===== config.mk =====
export PLATFORM = sky130hd
export DESIGN_NAME = id_stage
export DESIGN_NICKNAME = d
export VERILOG_FILES = /design/src/rtl/id_stage.sv
export SDC_FILE = /design/constraint.sdc
export NUM_CORES = 2
export LEC_CHECK = 0
export CAP_MARGIN = 20
export CORE_MARGIN = 2
export CORE_UTILIZATION = 49
export CTS_CLUSTER_DIAMETER = 80
export CTS_CLUSTER_SIZE = 16
export DETAILED_ROUTE_END_ITERATION = 8
export HOLD_SLACK_MARGIN = 0.1
export PLACE_DENSITY = 0.7
export SLEW_MARGIN = 25
export SYNTH_ARGS = -nofsm -noshare
export SYNTH_HDL_FRONTEND = slang
export SYNTH_SLANG_ARGS = --single-unit

===== constraint.sdc =====
create_clock -name clk -period 67.2 [get_ports clk]
set_clock_uncertainty 0.2 [all_clocks]
set_input_delay 13.44 -clock clk [delete_from_list [all_inputs] [get_ports clk]]
set_output_delay 13.44 -clock clk [all_outputs]
set_load 0.02 [all_outputs]

===== src/rtl/id_stage.sv =====
// Instruction-decode stage with the ID/EX pipeline register.
// Reads the register file (with same-cycle writeback forwarding), decodes
// control for the supported MIPS subset, sign-extends the immediate, and
// handles load-use stalls (one bubble plus fetch hold) and branch flushes.
// The instruction field layout is fixed by the ISA, so RA_W is expected to be 5.
module id_stage #(
  parameter int DATA_W = 32,
  parameter int RA_W   = 5
) (
  input  logic              clk,
  input  logic              reset,
  input  logic [31:0]       instr_in,
  input  logic              instr_valid,
  input  logic              flush,
  input  logic              wb_en,
  input  logic [RA_W-1:0]   wb_addr,
  input  logic [DATA_W-1:0] wb_data,
  output logic [DATA_W-1:0] rs,
  output logic [DATA_W-1:0] rt,
  output logic [DATA_W-1:0] sign_ext,
  output logic              ALUSrc,
  output logic [1:0]        ALUOp,
  output logic              branch,
  output logic              mem_read,
  output logic              mem_write,
  output logic              reg_write,
  output logic [RA_W-1:0]   dest_reg,
  output logic              stall_flag_ex,
  output logic              hold_fetch,
  output logic              illegal_instr
);

  localparam int NUM_REGS = 1 << RA_W;

  localparam logic [5:0] OP_R    = 6'b000000;
  localparam logic [5:0] OP_LW   = 6'b100011;
  localparam logic [5:0] OP_SW   = 6'b101011;
  localparam logic [5:0] OP_ADDI = 6'b001000;
  localparam logic [5:0] OP_BEQ  = 6'b000100;

  localparam logic [5:0] FN_ADD  = 6'b000000;
  localparam logic [5:0] FN_MUL  = 6'b000001;
  localparam logic [5:0] FN_SUB  = 6'b000010;

  localparam logic [1:0] ALU_ADD = 2'b00;
  localparam logic [1:0] ALU_BEQ = 2'b01;
  localparam logic [1:0] ALU_R   = 2'b10;

  localparam logic [0:0] ST_RUN   = 1'b0;
  localparam logic [0:0] ST_STALL = 1'b1;

  localparam logic [RA_W-1:0]   REG_ZERO  = {RA_W{1'b0}};
  localparam logic [DATA_W-1:0] DATA_ZERO = {DATA_W{1'b0}};

  // Register file storage; entry 0 is never written so it stays zero.
  logic [DATA_W-1:0] regs_r [NUM_REGS];

  logic [0:0]        state_r;
  logic [0:0]        state_nxt_s;

  // Instruction fields
  logic [5:0]        opcode_s;
  logic [5:0]        funct_s;
  logic [RA_W-1:0]   rs_addr_s;
  logic [RA_W-1:0]   rt_addr_s;
  logic [RA_W-1:0]   rd_addr_s;
  logic [15:0]       imm_s;
  logic [DATA_W-1:0] sign_ext_s;

  // Operand reads after forwarding
  logic [DATA_W-1:0] rs_val_s;
  logic [DATA_W-1:0] rt_val_s;

  // Decoded control
  logic              dec_alusrc_s;
  logic [1:0]        dec_aluop_s;
  logic              dec_branch_s;
  logic              dec_mem_read_s;
  logic              dec_mem_write_s;
  logic              dec_reg_write_s;
  logic [RA_W-1:0]   dec_dest_s;
  logic              dec_legal_s;
  logic              dec_uses_rt_s;

  // Pipeline control
  logic              hazard_s;
  logic              bubble_s;
  logic              illegal_set_s;

  assign opcode_s   = instr_in[31:26];
  assign rs_addr_s  = instr_in[25:21];
  assign rt_addr_s  = instr_in[20:16];
  assign rd_addr_s  = instr_in[15:11];
  assign imm_s      = instr_in[15:0];
  assign funct_s    = instr_in[5:0];
  assign sign_ext_s = {{(DATA_W-16){imm_s[15]}}, imm_s};

  // Register file write port; r0 writes are dropped.
  always_ff @(posedge clk or posedge reset) begin
    if (reset) begin
      for (int i = 0; i < NUM_REGS; i++) begin
        regs_r[i] <= DATA_ZERO;
      end
    end else if (wb_en && (wb_addr != REG_ZERO)) begin
      regs_r[wb_addr] <= wb_data;
    end
  end

  // rs read port: r0 reads zero, a same-cycle writeback is forwarded.
  always_comb begin
    rs_val_s = DATA_ZERO;
    if (rs_addr_s == REG_ZERO) begin
      rs_val_s = DATA_ZERO;
    end else if (wb_en && (wb_addr == rs_addr_s)) begin
      rs_val_s = wb_data;
    end else begin
      rs_val_s = regs_r[rs_addr_s];
    end
  end

  // rt read port: r0 reads zero, a same-cycle writeback is forwarded.
  always_comb begin
    rt_val_s = DATA_ZERO;
    if (rt_addr_s == REG_ZERO) begin
      rt_val_s = DATA_ZERO;
    end else if (wb_en && (wb_addr == rt_addr_s)) begin
      rt_val_s = wb_data;
    end else begin
      rt_val_s = regs_r[rt_addr_s];
    end
  end

  // Control decode; dec_uses_rt_s marks instructions that read rt as a source.
  always_comb begin
    dec_alusrc_s    = 1'b0;
    dec_aluop_s     = ALU_ADD;
    dec_branch_s    = 1'b0;
    dec_mem_read_s  = 1'b0;
    dec_mem_write_s = 1'b0;
    dec_reg_write_s = 1'b0;
    dec_dest_s      = REG_ZERO;
    dec_legal_s     = 1'b0;
    dec_uses_rt_s   = 1'b0;
    case (opcode_s)
      OP_R: begin
        dec_uses_rt_s = 1'b1;
        case (funct_s)
          FN_ADD, FN_MUL, FN_SUB: begin
            dec_legal_s     = 1'b1;
            dec_aluop_s     = ALU_R;
            dec_reg_write_s = 1'b1;
            dec_dest_s      = rd_addr_s;
          end
          default: begin
            dec_legal_s = 1'b0;
          end
        endcase
      end
      OP_LW: begin
        dec_legal_s     = 1'b1;
        dec_alusrc_s    = 1'b1;
        dec_mem_read_s  = 1'b1;
        dec_reg_write_s = 1'b1;
        dec_dest_s      = rt_addr_s;
      end
      OP_SW: begin
        dec_legal_s     = 1'b1;
        dec_alusrc_s    = 1'b1;
        dec_mem_write_s = 1'b1;
        dec_uses_rt_s   = 1'b1;
      end
      OP_ADDI: begin
        dec_legal_s     = 1'b1;
        dec_alusrc_s    = 1'b1;
        dec_reg_write_s = 1'b1;
        dec_dest_s      = rt_addr_s;
      end
      OP_BEQ: begin
        dec_legal_s   = 1'b1;
        dec_aluop_s   = ALU_BEQ;
        dec_branch_s  = 1'b1;
        dec_uses_rt_s = 1'b1;
      end
      default: begin
        dec_legal_s = 1'b0;
      end
    endcase
  end

  // Load-use hazard: a load in EX produces a register this instruction reads.
  // Skipped in STALL because the bubble already covers the load latency.
  always_comb begin
    hazard_s = 1'b0;
    if ((state_r == ST_RUN) && instr_valid && !flush &&
        mem_read && (dest_reg != REG_ZERO)) begin
      if ((dest_reg == rs_addr_s) ||
          ((dest_reg == rt_addr_s) && dec_uses_rt_s)) begin
        hazard_s = 1'b1;
      end else begin
        hazard_s = 1'b0;
      end
    end else begin
      hazard_s = 1'b0;
    end
  end

  assign bubble_s      = flush | ~instr_valid | ~dec_legal_s | hazard_s;
  assign illegal_set_s = instr_valid & ~flush & ~dec_legal_s;
  assign hold_fetch    = hazard_s & ~reset;

  // Next-state: a hazard parks one cycle in STALL; everything else runs.
  always_comb begin
    state_nxt_s = ST_RUN;
    case (state_r)
      ST_RUN: begin
        if (hazard_s) begin
          state_nxt_s = ST_STALL;
        end else begin
          state_nxt_s = ST_RUN;
        end
      end
      ST_STALL: begin
        state_nxt_s = ST_RUN;
      end
      default: begin
        state_nxt_s = ST_RUN;
      end
    endcase
  end

  // Stall FSM state register.
  always_ff @(posedge clk or posedge reset) begin
    if (reset) begin
      state_r <= ST_RUN;
    end else begin
      state_r <= state_nxt_s;
    end
  end

  // ID/EX pipeline register: operands always advance, control is zeroed on a bubble.
  always_ff @(posedge clk or posedge reset) begin
    if (reset) begin
      rs            <= DATA_ZERO;
      rt            <= DATA_ZERO;
      sign_ext      <= DATA_ZERO;
      ALUSrc        <= 1'b0;
      ALUOp         <= 2'b00;
      branch        <= 1'b0;
      mem_read      <= 1'b0;
      mem_write     <= 1'b0;
      reg_write     <= 1'b0;
      dest_reg      <= REG_ZERO;
      stall_flag_ex <= 1'b1;
    end else begin
      rs       <= rs_val_s;
      rt       <= rt_val_s;
      sign_ext <= sign_ext_s;
      if (bubble_s) begin
        ALUSrc        <= 1'b0;
        ALUOp         <= 2'b00;
        branch        <= 1'b0;
        mem_read      <= 1'b0;
        mem_write     <= 1'b0;
        reg_write     <= 1'b0;
        dest_reg      <= REG_ZERO;
        stall_flag_ex <= 1'b1;
      end else begin
        ALUSrc        <= dec_alusrc_s;
        ALUOp         <= dec_aluop_s;
        branch        <= dec_branch_s;
        mem_read      <= dec_mem_read_s;
        mem_write     <= dec_mem_write_s;
        reg_write     <= dec_reg_write_s;
        dest_reg      <= dec_dest_s;
        stall_flag_ex <= 1'b0;
      end
    end
  end

  // Sticky illegal-instruction flag, cleared only by reset.
  always_ff @(posedge clk or posedge reset) begin
    if (reset) begin
      illegal_instr <= 1'b0;
    end else if (illegal_set_s) begin
      illegal_instr <= 1'b1;
    end else begin
      illegal_instr <= illegal_instr;
    end
  end

endmodule


* Yosys cells after proc, flatten, opt, wreduce, memory -nomap -nowiden
Cells that the tools add are included. W data, S select, Z words.
Storage, ports and cells: register bits 1119, bits of input ports 74, output and inout bits 111, word-level logic and storage cells 132
Cells by class: $lt $le $gt $ge 4, equality and inequality tests 10, multiplexer cells 37, bitwise operators 14, reductions and logical operators 22
Operator list (number):
- $bwmux W1024 | 1
- $bmux W32 S5 | 2
- $mux W32 | 9
- $demux W32 S5 | 1
- $eq A5 B5 Y1 | 4
- $ge A6 B6 Y1 const B | 3
- $not A5 Y6 | 3
- $mux W1 | 15
- $eq A6 B6 Y1 const B | 2
- $logic_not A6 Y1 | 2
- $logic_not A5 Y1 | 2
- $mux W5 | 2
- $pmux W5 S2 | 1
- $reduce_bool A5 Y1 | 2
- $logic_and A1 B1 Y1 | 9
- $reduce_or A3 Y1 | 3
- $eq A6 B1 Y1 const B | 1
- $eq A6 B2 Y1 const B | 1
- $eq A6 B3 Y1 const B | 1
- $eq A6 B4 Y1 const B | 1
- $lt A6 B1 Y1 const B | 1
- $pmux W1 S2 | 3
- $not A1 Y1 | 5
- $mux W2 | 2
- other kinds (7) | 11

* Depth between registers and ports, before layout
word-level depth 9, mapped depth 9, gate-level depth less buffers 5

* Worst setup path before layout
No wires, ideal clock.
path type input to output, start input port reset, end output port hold_fetch, data arrival time 38.431 ns, data required time 53.560 ns, path slack 15.129 ns, stages on the path 2, buffers on the path 0, cell sequence inv_1 > and2_1
Between the ends: cells in the longest elaborated chain, start to end 2
Ends and longest elaborated chain:
- start: declaration | RTL line 11 | input logic reset,
- $not A1 Y1 | RTL line 209 | assign hold_fetch = hazard_s & ~reset;
- $and A1 B1 Y1 | RTL line 209
- end: declaration | RTL line 29 | output logic hold_fetch,
No other way between the ends.

* Worst setup path after layout
start input port instr_in[27], end output port hold_fetch
Between the ends: cells in the longest elaborated chain, start to end 8, elaborated cells between the ends (all ways) 10, classes of those cells 2 x eq/ne; 3 x mux; 1 x bitwise; 4 x reduce/logical
Ends and longest elaborated chain:
- start: declaration | RTL line 12 | input logic [31:0] instr_in,
- $eq A6 B3 Y1 (tied with other cells) | RTL line 144 | case (opcode_s)
- $reduce_or A3 Y1 (no source line) *
- $mux W1 * | RTL line 144
- $logic_and A1 B1 Y1 * | RTL line 197 | ((dest_reg == rt_addr_s) && dec_uses_rt_s)) begin
- $logic_or A1 B1 Y1 * | RTL line 196 | if ((dest_reg == rs_addr_s) ||
- $mux W1 * | RTL line 196
- $mux W1 * | RTL line 194 | if ((state_r == ST_RUN) && instr_valid && !flush &&
- $and A1 B1 Y1 * | RTL line 209
Mark *: on every way between the ends. The rest lies on a longest branch, timed or not.

==> results.md <==
* Syn_nets at 4138
* FMAX at 0.0339 GHz
* Std-Cell Rows at 126
* NumNets Final at 4022
* Crit path kind: in2out
* Via count at 37600
* Sw Ratio at 28.5%
* Vias in the first global route at 38000
* Crit path time final at 29.51 ns
* Post-CTS Hold Buffers at 0
* Outcome: finished, final reports clean
* Synthesized flop and latch total at 1119
* GRT overflow at 0
* Hold crit path type: reg2reg
* Startpoint Class: input pin
* Peak fanout along the critical path at 4
* Maximum VDD drop at 21.6 µV
* RSZ-0062 raised after global routing: no
* First-pass GRT wire length at 264000 µm
* Placed wire-length estimate at 97100 µm
* Initial antenna violation count at 7
* Most frequent cells in the layout: 1118 x dfrtp_1, 964 x mux2_2, 455 x mux2i_1
* Relative slew slack at 31.4%
* Post-CTS Repair Setup Buffers at 0
* RD Place Congestion at 0.843
* Largest register FFs at 1024
* PostCTS Resize Cnt at 0
* Critical Path RT at 53.56 ns
* Async S/R FF share, synth at 100%
* Total power at 1.72 mW
* Largest Register: regs_r
* Setup violators final at 0
* IO Port Bufs at 184
* Clock sink count at 1119
* CP endpoint kind: output pin
* Maxcap violations at 0
* Leak Pwr at 27.5 nW
* Drt total wl at 180000 µm
* I/O pins at 185
* DRC viols at 0
* Seq pwr share at 51.6%
* Clock Latency Late Sink at 0.66 ns
* Starting Density at 49.2%
* Biggest regs: regs_r: 1024 flops, rs: 32 flops, rt: 32 flops
* Root Driver: clkbuf_16
* Die Ht at 348 µm
* Clock transition at path regs at 0.07 ns
* Largest net degree at the start of global routing at 172
* Setup TNS at 0 ns
* Mean Syn Cell Area at 14.3 µm²
* Die area at 0.121 mm²
* CTS H-tree depth at 3
* Filler cell count at 9638
* Warnings from Yosys at 0
* Max-slew violations at 0
* Clock power frac at 26.6%
* Overall Global Routing Usage at 29.6%
* Die Span X at 348 µm
* Hold Vio Cnt, Final at 0
* Power Density at 27.4 mW/mm²
* CTS tree: yes
* Int Power at 1.23 mW
* Comb power frac at 21.8%
* Worst-Margin Slew at 1.03 ns
* Post-Syn Area at 0.0580 mm²
* Cells after synthesis at 4064
* Clock buffer depth at 3
* Post-synth EDFFs at 0
* CP Data Arrival Time at 15.87 ns
* CORE AREA at 0.118 mm²
* Drt first pass iters at 6
* DRT iter0 DRCs at 4011
* Sequential area share after synthesis at 48.3%
* CTS Buf Count at 79
* Post-route antenna net violation count at 0
* Net Switching at 489 µW
* Routed length per instance at 32.6 µm
* Post-synthesis cell type count at 52
* Via/cell ratio at 6.84
* Dpl ws at 37.70 ns
* Final Cycle Share at 43.9%
* Final setup margin at 37.69 ns
* Area added between synthesis and finish at 8.12%
* Commonest non-fill, non-tap cell in the layout: dfrtp_1
* Proportion of layout cells with a drive suffix above 1 at 40.1%
* Primary FF master, synth: dfrtp_1
## logic make-up (layout without fill, tap and decap cells)
logic type,Yosys count,after routing,share of synthesized area [%]
flip-flops,1119,1119,48.3
AND/OR/NAND/NOR,182,182,1.63
other,0,8,0
multiplexers,1764,1764,39.4
buffers and inverters,472,367,3.69
AO/OA/AOI/OAI,507,507,6.68
XOR/XNOR,20,20,0.302
## layout make-up
| cell class | instances | area, µm² | share of cell area, % |
|---|---|---|---|
| clock inverters | 3 | 33.8 | 0.0539 |
| inverters | 2 | 15.0 | 0.0240 |
| repair buffers | 273 | 2510 | 4.01 |
| multi-input cells | 2473 | 28100 | 44.8 |
| clock buffers | 89 | 2080 | 3.32 |
| well taps | 1536 | 1920 | 3.07 |
| flip-flops and latches | 1119 | 28000 | 44.7 |
| diodes | 8 | 20.0 | 0.0319 |
## power groups by stage
stage	Sequential, mW	Clock [mW]	Combinational, mW
6_report	0.886	0.456	0.375
5_1_grt	0.901	0.490	0.402
4_1_cts	0.882	0.465	0.376
3_5_place_dp	0.896	0	0.375
3_3_place_gp	0.888	0	0.366
2_1_floorplan	0.878	0	0.285
## per-layer routing
layer	part of all wire [%]	vias up	track usage (%)
met1	41	20400	40.7
met4	3.8	2	11.4
li1	-	15300	-
met3	7.4	343	4.84
met5	0.0072	-	0
met2	48	1604	47.4
## cell usage after synthesis (24+ instances only)
cell | instances | share of area [%]
buf_2 | 110 | 0.95
a22o_1 | 82 | 1.2
mux2_2 | 964 | 19
o221ai_1 | 32 | 0.48
dfrtp_1 | 1118 | 48
buf_4 | 38 | 0.49
nand3_1 | 42 | 0.36
nor2_1 | 25 | 0.16
buf_1 | 59 | 0.38
a21oi_1 | 116 | 1.0
o22ai_1 | 43 | 0.46
a22oi_1 | 175 | 2.3
nand2_1 | 35 | 0.23
mux2i_1 | 455 | 7.9
clkbuf_1 | 251 | 1.6
mux4_2 | 315 | 12
a2111oi_2 | 31 | 0.80
mux2_1 | 30 | 0.58
nor3_1 | 24 | 0.21
## worst paths after layout
path                                                  to  slack [ns]                     start  cells past startpoint
max in group asynchronous        regs_r[463]$_DFFE_PP0P_       50.71                     reset                      6
worst max-delay path                          hold_fetch       37.69              instr_in[27]                      7
worst min register to register  regs_r[1003]$_DFFE_PP0P_        0.20  regs_r[1003]$_DFFE_PP0P_                      0
min in group asynchronous        regs_r[149]$_DFFE_PP0P_       13.07                     reset                      2
worst max register to register          ALUSrc$_DFF_PP0_       64.76     dest_reg[0]$_DFF_PP0_                      5
worst min-delay path            regs_r[1003]$_DFFE_PP0P_        0.20  regs_r[1003]$_DFFE_PP0P_                      0
## per-stage QoR
stage | area (µm²) | hold WS (ns) | util (%) | std cells
floorplan | 58000 | 0.241 | - | 4064
global placement | 60600 | 0.177 | 51.5 | 5401
detailed placement | 60600 | 0.182 | 51.5 | 5402
CTS | 62700 | 0.201 | 53.3 | 5494
global route | 62700 | 0.211 | 53.2 | 5498
finish | 62700 | 0.196 | 53.2 | 5503
## worst max-delay path, stage by stage
cell and delay [ns]:
clkdlybuf4s50_1 0.45, or4_1 0.59, o21ai_0 0.15, nand3_1 0.17
a211oi_1 0.28, and2_1 0.18, clkdlybuf4s50_1 0.60
Note: power is estimated with default switching activity, not from simulation.
